## src/rtl/combined_tilelink_pkg.sv

```systemverilog
// combined_tilelink_pkg
//   Shared definitions for the memory-stage TileLink-UL bridge:
//   TileLink opcodes, bit positions of the load (22-bit) and store (54-bit)
//   request words, and the bridge FSM state type.
package combined_tilelink_pkg;

  // A-channel opcodes
  localparam logic [2:0] TL_GET      = 3'd4;
  localparam logic [2:0] TL_PUT_FULL = 3'd0;
  // D-channel opcodes
  localparam logic [2:0] TL_ACK      = 3'd0;
  localparam logic [2:0] TL_ACK_DATA = 3'd1;

  // Load request word: [21:15] opcode, [14:10] rd, [9:0] address
  localparam int unsigned LD_W        = 22;
  localparam int unsigned LD_OP_LSB   = 15;
  localparam int unsigned LD_RD_LSB   = 10;
  localparam int unsigned LD_ADDR_LSB = 0;

  // Store request word: [53:47] opcode, [46:42] zero, [41:32] address, [31:0] data
  localparam int unsigned ST_W        = 54;
  localparam int unsigned ST_OP_LSB   = 47;
  localparam int unsigned ST_ADDR_LSB = 32;
  localparam int unsigned ST_DATA_LSB = 0;

  typedef enum logic [1:0] {
    S_IDLE,
    S_REQ,
    S_WAIT_D
  } state_t;

endpackage

```

## src/rtl/combined_tilelink_sync_fifo.sv

```systemverilog
// sync_fifo
//   Single-clock FIFO with registered occupancy count.
//   Ports:
//     clk, reset     : clock, synchronous active-high reset
//     i_push, i_data : write request and data
//     i_pop          : read request (ignored when empty)
//     o_head         : entry at the read pointer (valid when !o_empty)
//     o_full/o_empty : occupancy flags from the registered count
//     o_drop         : this cycle's push was refused (full and not popping)
module sync_fifo #(
  parameter int unsigned WIDTH = 22,
  parameter int unsigned DEPTH = 4
) (
  input  logic             clk,
  input  logic             reset,
  input  logic             i_push,
  input  logic [WIDTH-1:0] i_data,
  input  logic             i_pop,
  output logic [WIDTH-1:0] o_head,
  output logic             o_full,
  output logic             o_empty,
  output logic             o_drop
);

  localparam int unsigned AW = $clog2(DEPTH);
  localparam int unsigned CW = AW + 1;

  logic [WIDTH-1:0] r_mem [DEPTH];
  logic [AW-1:0]    r_wptr;
  logic [AW-1:0]    r_rptr;
  logic [CW-1:0]    r_count;
  logic             w_do_push;
  logic             w_do_pop;

  assign o_full    = (r_count == CW'(DEPTH));
  assign o_empty   = (r_count == '0);
  assign w_do_pop  = i_pop & ~o_empty;
  // A full FIFO still takes a push when the head leaves in the same cycle.
  assign w_do_push = i_push & (~o_full | w_do_pop);
  assign o_drop    = i_push & ~w_do_push;
  assign o_head    = r_mem[r_rptr];

  always_ff @(posedge clk) begin
    if (reset) begin
      r_wptr  <= '0;
      r_rptr  <= '0;
      r_count <= '0;
    end else begin
      if (w_do_push) r_wptr <= r_wptr + 1'b1;
      if (w_do_pop)  r_rptr <= r_rptr + 1'b1;
      r_count <= r_count + CW'(w_do_push) - CW'(w_do_pop);
    end
  end

  always_ff @(posedge clk) begin
    if (!reset && w_do_push) r_mem[r_wptr] <= i_data;
  end

endmodule

```

## src/rtl/combined_tilelink.sv

```systemverilog
// combined_tilelink
//   Memory-stage bridge to a TileLink-UL data port. Load and store requests
//   are queued in separate FIFOs; stores have fixed priority. One A-channel
//   transaction is outstanding at a time; Get responses are returned as a
//   one-cycle resp_valid pulse tagged with the destination register.
//   Ports:
//     load_fifo_write_* / store_fifo_write_* : request pushes
//     load_fifo_full / store_fifo_full / overflow : queue status (overflow sticky)
//     a_* : TileLink A channel (master side)
//     d_* : TileLink D channel (master side)
//     resp_valid / resp_rd / resp_data : returned load data
//   Optional: define COMBINED_TILELINK_STATS_EN to add load_count/store_count
//   (completed Get / Put responses, 16-bit wrapping).
module combined_tilelink
  import combined_tilelink_pkg::*;
#(
  parameter int unsigned LOAD_DEPTH  = 4,
  parameter int unsigned STORE_DEPTH = 4,
  parameter int unsigned ADDR_W      = 10
) (
  input  logic              clk,
  input  logic              reset,
  input  logic              load_fifo_write_signal,
  input  logic [21:0]       load_fifo_write_data,
  input  logic              store_fifo_write_signal,
  input  logic [53:0]       store_fifo_write_data,
  output logic              load_fifo_full,
  output logic              store_fifo_full,
  output logic              overflow,
  output logic              a_valid,
  input  logic              a_ready,
  output logic [2:0]        a_opcode,
  output logic [4:0]        a_source,
  output logic [ADDR_W-1:0] a_address,
  output logic [31:0]       a_data,
  input  logic              d_valid,
  output logic              d_ready,
  input  logic [2:0]        d_opcode,
  input  logic [4:0]        d_source,
  input  logic [31:0]       d_data,
  output logic              resp_valid,
  output logic [4:0]        resp_rd,
  output logic [31:0]       resp_data
`ifdef COMBINED_TILELINK_STATS_EN
  ,
  output logic [15:0]       load_count,
  output logic [15:0]       store_count
`endif
);

  state_t              r_state, w_next;
  logic [LD_W-1:0]     w_ld_head;
  logic [ST_W-1:0]     w_st_head;
  logic                w_ld_empty, w_st_empty, w_ld_drop, w_st_drop;
  logic                w_latch_ld, w_latch_st, w_pop_ld, w_pop_st, w_done;
  logic                r_is_store;
  logic [2:0]          r_a_opcode;
  logic [4:0]          r_a_source;
  logic [ADDR_W-1:0]   r_a_address;
  logic [31:0]         r_a_data;
  logic                r_resp_valid;
  logic [4:0]          r_resp_rd;
  logic [31:0]         r_resp_data;
  logic                r_overflow;
  logic                w_unused;

  // Opcode fields are carried through the FIFOs but never interpreted.
  assign w_unused = ^{w_ld_head[LD_W-1:LD_OP_LSB], w_st_head[ST_W-1:ST_OP_LSB],
                      d_opcode};

  sync_fifo #(.WIDTH(LD_W), .DEPTH(LOAD_DEPTH)) u_load_fifo (
    .clk     (clk),
    .reset   (reset),
    .i_push  (load_fifo_write_signal),
    .i_data  (load_fifo_write_data),
    .i_pop   (w_pop_ld),
    .o_head  (w_ld_head),
    .o_full  (load_fifo_full),
    .o_empty (w_ld_empty),
    .o_drop  (w_ld_drop)
  );

  sync_fifo #(.WIDTH(ST_W), .DEPTH(STORE_DEPTH)) u_store_fifo (
    .clk     (clk),
    .reset   (reset),
    .i_push  (store_fifo_write_signal),
    .i_data  (store_fifo_write_data),
    .i_pop   (w_pop_st),
    .o_head  (w_st_head),
    .o_full  (store_fifo_full),
    .o_empty (w_st_empty),
    .o_drop  (w_st_drop)
  );

  always_ff @(posedge clk) begin
    if (reset) r_state <= S_IDLE;
    else       r_state <= w_next;
  end

  always_comb begin
    w_next     = r_state;
    w_latch_ld = 1'b0;
    w_latch_st = 1'b0;
    w_pop_ld   = 1'b0;
    w_pop_st   = 1'b0;
    w_done     = 1'b0;
    a_valid    = 1'b0;
    d_ready    = 1'b0;
    case (r_state)
      S_IDLE: begin
        if (!w_st_empty) begin
          w_latch_st = 1'b1;
          w_next     = S_REQ;
        end else if (!w_ld_empty) begin
          w_latch_ld = 1'b1;
          w_next     = S_REQ;
        end
      end
      S_REQ: begin
        a_valid = 1'b1;
        if (a_ready) begin
          // The head stays in its FIFO until the slave accepts the beat.
          w_pop_st = r_is_store;
          w_pop_ld = ~r_is_store;
          w_next   = S_WAIT_D;
        end
      end
      S_WAIT_D: begin
        d_ready = 1'b1;
        if (d_valid) begin
          w_done = 1'b1;
          w_next = S_IDLE;
        end
      end
      default: w_next = S_IDLE;
    endcase
  end

  always_ff @(posedge clk) begin
    if (reset) begin
      r_is_store   <= 1'b0;
      r_a_opcode   <= '0;
      r_a_source   <= '0;
      r_a_address  <= '0;
      r_a_data     <= '0;
      r_resp_valid <= 1'b0;
      r_resp_rd    <= '0;
      r_resp_data  <= '0;
      r_overflow   <= 1'b0;
    end else begin
      if (w_latch_st) begin
        r_is_store  <= 1'b1;
        r_a_opcode  <= TL_PUT_FULL;
        r_a_source  <= '0;
        r_a_address <= w_st_head[ST_ADDR_LSB +: ADDR_W];
        r_a_data    <= w_st_head[ST_DATA_LSB +: 32];
      end else if (w_latch_ld) begin
        r_is_store  <= 1'b0;
        r_a_opcode  <= TL_GET;
        r_a_source  <= w_ld_head[LD_RD_LSB +: 5];
        r_a_address <= w_ld_head[LD_ADDR_LSB +: ADDR_W];
        r_a_data    <= '0;
      end
      r_resp_valid <= w_done & ~r_is_store;
      if (w_done && !r_is_store) begin
        r_resp_rd   <= d_source;
        r_resp_data <= d_data;
      end
      r_overflow <= r_overflow | w_ld_drop | w_st_drop;
    end
  end

  assign a_opcode   = r_a_opcode;
  assign a_source   = r_a_source;
  assign a_address  = r_a_address;
  assign a_data     = r_a_data;
  assign resp_valid = r_resp_valid;
  assign resp_rd    = r_resp_rd;
  assign resp_data  = r_resp_data;
  assign overflow   = r_overflow;

`ifdef COMBINED_TILELINK_STATS_EN
  logic [15:0] r_load_count, r_store_count;

  always_ff @(posedge clk) begin
    if (reset) begin
      r_load_count  <= '0;
      r_store_count <= '0;
    end else if (w_done) begin
      if (r_is_store) r_store_count <= r_store_count + 16'd1;
      else            r_load_count  <= r_load_count + 16'd1;
    end
  end

  assign load_count  = r_load_count;
  assign store_count = r_store_count;
`endif

endmodule

```

## config.mk

```make
export PLATFORM = sky130hd
export DESIGN_NAME = combined_tilelink
export DESIGN_NICKNAME = d
export VERILOG_FILES = /design/src/rtl/combined_tilelink_pkg.sv /design/src/rtl/combined_tilelink_sync_fifo.sv /design/src/rtl/combined_tilelink.sv
export SDC_FILE = /design/constraint.sdc
export NUM_CORES = 1
export LEC_CHECK = 0
export BUFFER_PORTS_ARGS = -buffer_cell sky130_fd_sc_hd__clkbuf_2
export CORE_UTILIZATION = 40
export DETAILED_ROUTE_END_ITERATION = 10
export GPL_TIMING_DRIVEN = 0
export SYNTH_ARGS = -nofsm -noshare
export SYNTH_HDL_FRONTEND = slang
export SYNTH_SLANG_ARGS = --single-unit
```

## constraint.sdc

```tcl
create_clock -name clk -period 2.42 [get_ports clk]
set_clock_uncertainty 0.1 [all_clocks]
set_input_delay 0 -clock clk [delete_from_list [all_inputs] [get_ports clk]]
set_output_delay 0 -clock clk [all_outputs]
set_load 0.05 [all_outputs]
```

======== Yosys cells after proc, flatten, opt, wreduce, memory -nomap -nowiden ========
Memories as Yosys holds them, arrays and structs flattened. A register that Yosys moved wholly into a read port is not among the register bits.
Index checks and enable logic that the tools add are counted.
word-level totals
  bits in registers ....................... 104
  latch bits .............................. 0
  memory bits (writable) .................. 304
  ROM bits ................................ 0
  bits of input ports ..................... 122
  memories kept ........................... 2
operators by class
  add/subtract/negate cells ............... 8
  $mul .................................... 0
  div/mod/pow operators ................... 0
  magnitude comparators ................... 0
  equality and inequality tests ........... 7
  shift operators ......................... 0
  mux-type cells .......................... 32
  bitwise gates (word level) .............. 18
  reduce and logical (&&, ||, !) cells .... 11
memory list
  name                words  bits a word  read ports  clocked after memory_dff  write ports  line                               text
  u_store_fifo.r_mem  4      54           1           1                         1            combined_tilelink_sync_fifo.sv:28  logic [WIDTH-1:0] r_mem [DEPTH];
  u_load_fifo.r_mem   4      22           1           1                         1            combined_tilelink_sync_fifo.sv:28
operator list
  kind                                                                   number
  32-bit two-way mux                                                     2
  10-bit two-way mux                                                     2
  1-bit two-way mux                                                      19
  2-bit two-way mux                                                      8
  2-bit by 1-bit adder with 2-bit output, second input constant          4
  1-bit AND                                                              7
  1-bit inverter                                                         7
  3-bit by 1-bit adder with 3-bit output                                 2
  3-bit equality test, second input constant                             2
  3-bit zero test                                                        2
  2-bit one-hot mux with 3 select lines                                  1
  3-bit by 1-bit subtractor with 3-bit output                            2
  2-bit inequality test, second input constant                           2
  1-bit OR                                                               4
  1-bit logical AND                                                      3
  3-bit inequality test, second input constant                           1
  3-bit AND reduction                                                    1
  2-bit by 1-bit equality test with 1-bit output, second input constant  1
  2-bit equality test, second input constant                             1
  1-bit zero test                                                        2
  2-bit zero test                                                        1
  2-bit nonzero test                                                     1
  2-bit OR reduction                                                     1

======== Logic depth before layout (Yosys ltp) ========
  depth after elaboration ................. 10
  depth in mapped cells ................... 10
  gate-level depth less buffers ........... 9

======== By module ========
Synthesis repeated with hierarchy kept, for this count alone.
unflattened totals
  cell total of the unflattened synthesis .. 868
  area, all modules ....................... 15295.9 um^2
modules (own cells, without submodules)
  module                     times used  cells each  area each (um^2)  sequential area each (um^2)
  sync_fifo at u_store_fifo  1           332         8374.3            6666.4
  sync_fifo at u_load_fifo   1           164         3658.5            2822.7
  combined_tilelink          1           372         3263.1            1801.7

======== Least setup slack after synthesis ========
OpenSTA, ideal clock, no wires.
  path type ............................... flip-flop to flip-flop
  start point ............................. register u_store_fifo.r_count[2]
  end point ............................... memory u_store_fifo.r_mem[0][0] in the netlist's numbering, enable pin
  setup time .............................. 0.450 ns
  data arrival time ....................... 2.663 ns
  path slack .............................. -0.794 ns
  stages on the path, launching flop included .. 5
  buffers on the path ..................... 0
  period minus slack after synthesis ...... 3.214 ns
  path through ............................ dfxtp_1 nor3b_1 a21bo_2 nor2_1 and2_1
RTL lines
  item                                     line                               text
  start, declared                          combined_tilelink_sync_fifo.sv:31  logic [CW-1:0] r_count;
  start signal, assigned                   combined_tilelink_sync_fifo.sv:51  r_count <= r_count + CW'(w_do_push) - CW'(w_do_pop);
  3-bit equality test                      combined_tilelink_sync_fifo.sv:35  assign o_full = (r_count == CW'(DEPTH));
  via store_fifo_full                      combined_tilelink.sv:28            output logic store_fifo_full,
  1-bit inverter                           combined_tilelink_sync_fifo.sv:39  assign w_do_push = i_push & (~o_full | w_do_pop);
  1-bit OR                                 combined_tilelink_sync_fifo.sv:39
  1-bit AND                                combined_tilelink_sync_fifo.sv:39
  1-bit logical AND                        combined_tilelink_sync_fifo.sv:56  if (!reset && w_do_push) r_mem[r_wptr] <= i_data;
  1-bit two-way mux                        combined_tilelink_sync_fifo.sv:56
  1-bit two-way mux (not written as such)  combined_tilelink_sync_fifo.sv:56
  end, declared                            combined_tilelink_sync_fifo.sv:28
The timed path passes the listed nets, and every way through them passes these cells.

======== Worst setup path in the final report ========
  start point ............................. register r_state[0]
  end point ............................... register u_load_fifo.r_count[2]
on the way
  longest elaborated chain between the ends .. 7
RTL lines
  item                                              line                               text
  start, declared                                   combined_tilelink.sv:51            state_t r_state, w_next;
  start signal, assigned                            combined_tilelink.sv:97            else r_state <= w_next;
  2-bit by 1-bit equality test with 1-bit output *  combined_tilelink.sv:109           case (r_state)
  1-bit two-way mux *                               combined_tilelink.sv:109
  1-bit AND *                                       combined_tilelink_sync_fifo.sv:37  assign w_do_pop = i_pop & ~o_empty;
  via u_load_fifo.w_do_pop                          combined_tilelink_sync_fifo.sv:33  logic w_do_pop;
  1-bit OR                                          combined_tilelink_sync_fifo.sv:39
  1-bit AND                                         combined_tilelink_sync_fifo.sv:39
  3-bit by 1-bit adder with 3-bit output            combined_tilelink_sync_fifo.sv:51
  3-bit by 1-bit subtractor with 3-bit output *     combined_tilelink_sync_fifo.sv:51
  end signal, assigned                              combined_tilelink_sync_fifo.sv:51
  end, declared                                     combined_tilelink_sync_fifo.sv:31
Mark *: on every way through the listed nets, which the timed path passes. The rest lies on a longest branch.
A chain may end at the register's enable or synchronous reset.

==> results.yml <==
sta:
  drv_slew: 0
  fin_crit_sh_pct: 94.5
  hold_viol_final: 0
  setup-violations-final: 0
  worst_pin_slew_ns: 0.795
  maxSlewHeadroom_pct: 47.0
  fmax_mhz: 437
  fin_crit_ns: 2.29
synth:
  async_reset_ff_share_pct: 0
  synth_seq_cells: 336
  synth_top_cells_by_count: "edfxtp_1, dfxtp_1, nand2_1"
  synth_most_common_cell: "edfxtp_1"
  yosysSeqAreaShare_pct: 72.8
  syn_avg_cell_area_um2: 16.0
  yosysWarnings: 0
  synth_area_leader_cell: "edfxtp_1"
  synth_top_area_share_pct: 55.3
  synthCells: 772
  syn-cell-area_um2: 12400
  synth_edf_count: 228
  synth_cell_type_count: 41
  synthFlopType: "edfxtp_1"
  synth_area_leaders: "edfxtp_1, dfxtp_1, mux4_2"
floorplan:
  row_count: 64
  io-pin-count: 215
  core_um2: 30500
  start_util_pct: 40.6
  die_w_um: 178
  fp.dieArea_um2: 31600
  die_height_um: 178
global_route:
  gr-total-overflow: 0
  antenna_found_initial: 0
  grt_pass1_wl_um: 41400
  grt_pass1_vias: 7818
  grt_usage_pct: 17.3
  grt_max_degree: 43
clock_tree:
  cts-buffers-inserted: 37
  root_buffer: "clkbuf_16"
  clkTransAtPathRegs_ns: 0.06
  htreeDepth: 2
  tritoncts: "built"
  clock_latency_ns: 0.51
  cts_max_path_buffers: 3
  cts_sinks: 336
critical_path:
  critPathMaxFanout: 8
  startpoint_type: "flop"
  crit_type: "flop to flop"
  arrival_ns: 2.56
  required_ns: 2.69
  end_kind: "flop"
place:
  post_dp_cell_area_um2: 13800
  gp_congestion: 0.776
  post-dp-hpwl_um: 16600
  io_buffers: 190
  dp.cells: 1359
finish:
  final_cell_area_um2: 16500
  finalNonFillerCells: 1566
  drive_gt1_share_pct: 30.3
  antenna_cells: 0
  num-fill-cells: 2496
  nNetsFinal: 1278
  area_growth_pct: 33.2
pwr:
  peakVddDrop_mv: 0.561
  p_clk_share_pct: 32.6
  total_power_mw: 16.8
  power_frac_seq_pct: 42.1
  comb_power_share_pct: 25.2
  sw_frac_of_total_pct: 32.0
  leakage_nw: 5.94
  netSwitchingPower_mw: 5.37
  power_density_nw_per_um2: 1020
  internal_power_mw: 11.4
drt:
  post_drt_wl_per_cell_um: 18.1
  vias: 7656
  viasPerCell: 4.89
  post-route-drc-count: 0
  dr.pass1.iters: 4
  wl_um: 28400
  drt_iter0_markers: 316
  ant_nets: 0
status:
  status: "completed"
worst_hold_path:
  min_path_type: "input port to flop"
run:
  cap_violations: 0
==> timing repair <==
item	4_1_cts	5_1_grt
pin swaps	0	8
hold endpoints to repair	285	0
hold buffers	134	0
setup endpoints to repair	169	257
resized for setup	0	26
setup buffers	0	1
gates cloned	0	5
==> routing by layer <==
layer / wire [um] / global-route usage [%] / vias to the layer above
li1: - / - / 3642
met4: 499 / 5.06 / 0
met3: 1790 / 4.58 / 43
met5: 0 / 0 / -
met2: 13800 / 30.1 / 207
met1: 12200 / 21.0 / 3764
==> state kept, by name (all words and copies together) (netlist names), named ones only <==
| register | count |
|---|---|
| u_store_fifo.r_rptr | 2 |
| u_store_fifo.r_count | 3 |
| r_state | 2 |
| u_load_fifo.r_wptr | 2 |
| resp_data | 32 |
| u_load_fifo.r_rptr | 2 |
| r_is_store | 1 |
| overflow | 1 |
| resp_rd | 5 |
| a_opcode | 1 |
| u_store_fifo.r_wptr | 2 |
| u_store_fifo.r_mem | 168 |
| a_address | 10 |
| u_load_fifo.r_count | 3 |
| a_source | 5 |
| resp_valid | 1 |
| u_load_fifo.r_mem | 60 |
| a_data | 32 |
==> critical path: stages (launching register included) <==
cell and delay, ns:
dfxtp_1 0.30, buf_4 0.16, and4bb_2 0.27, and2_1 0.20, ha_1 0.28, inv_1 0.04
ha_1 0.19, fa_1 0.40, xnor2_1 0.16, nor2_1 0.05
==> logic make-up (layout without fill, tap and decap cells) <==
logic type,after synthesis,in the layout,synth area share [%]
buf+inv,61,453,2.36
simple gates,198,203,6.97
flops,336,336,72.8
compound gates,88,88,4.66
xor+xnor,10,10,0.708
other cells,1,2,0.0303
fa+ha+maj,14,14,1.54
mux,64,64,10.9
==> area by class of cell <==
class | count | area, um^2 | area share (%)
flip-flops and latches | 336 | 9010 | 54.7
multi-input cells | 381 | 3190 | 19.4
repair buffers | 325 | 2300 | 14.0
clock buffers | 49 | 1010 | 6.14
well taps | 396 | 495 | 3.01
plain buffers | 45 | 234 | 1.42
clock inverters | 18 | 181 | 1.10
inverters | 16 | 60.1 | 0.364
==> power groups by stage <==
stage / Combinational (mW) / Sequential (mW) / Clock, mW
after floorplan: 1.95 / 8.06 / 0
after global placement: 3.97 / 7.16 / 0
after detailed placement: 4.01 / 7.18 / 0
after CTS: 4.19 / 7.06 / 5.61
after global routing: 4.62 / 7.13 / 5.83
final: 4.24 / 7.07 / 5.48
==> cell usage in the layout (no fill, tap or decap), types with 3 or more instances in the layout <==
master and count:
clkinv_2 5, clkinvlp_4 3, buf_2 13, ha_1 12, mux2i_1 7, a22oi_1 32
and2_2 5, edfxtp_1 228, a311oi_1 10, buf_6 3, dfxtp_1 106, nand2_1 96
and2_4 8, clkbuf_1 30, nor2_1 66, clkinv_1 5, dlygate4sd3_1 134, inv_1 16
clkbuf_2 190, mux4_2 57, a21oi_1 41, buf_4 7, clkbuf_16 38, xnor2_1 7
nor2b_1 5, bufinv_16 3
==> final timing paths <==
check | from | end | slack, ns | depth (start not counted)
worst max-delay path | r_state[0]$_SDFFE_PP0P_ | u_load_fifo.r_count[2]$_SDFF_PP0_ | 0.13 | 9
worst min-delay path | store_fifo_write_data[2] | u_store_fifo.r_mem[0][2]$_DFFE_PP_ | 0.14 | 2
worst max register to register | r_state[0]$_SDFFE_PP0P_ | u_load_fifo.r_count[2]$_SDFF_PP0_ | 0.13 | 9
worst min register to register | resp_data[12]$_SDFFE_PP0P_ | resp_data[12]$_SDFFE_PP0P_ | 0.35 | 2
==> metrics by stage <==
stage | TNS, ns | worst slack [ns] | hold WS (ns) | util [%]
floorplan | 0 | 0.0302 | -0.00113 | -
global placement | -49.97 | -0.312 | 0.118 | 45.4
detailed placement | -54.54 | -0.344 | 0.120 | 45.4
CTS | -57.11 | -0.353 | 0.126 | 53.7
global route | -0.0160 | -0.0160 | 0.136 | 54.0
finish | 0 | 0.133 | 0.143 | 54.0
(Power assumes the default switching activity.)
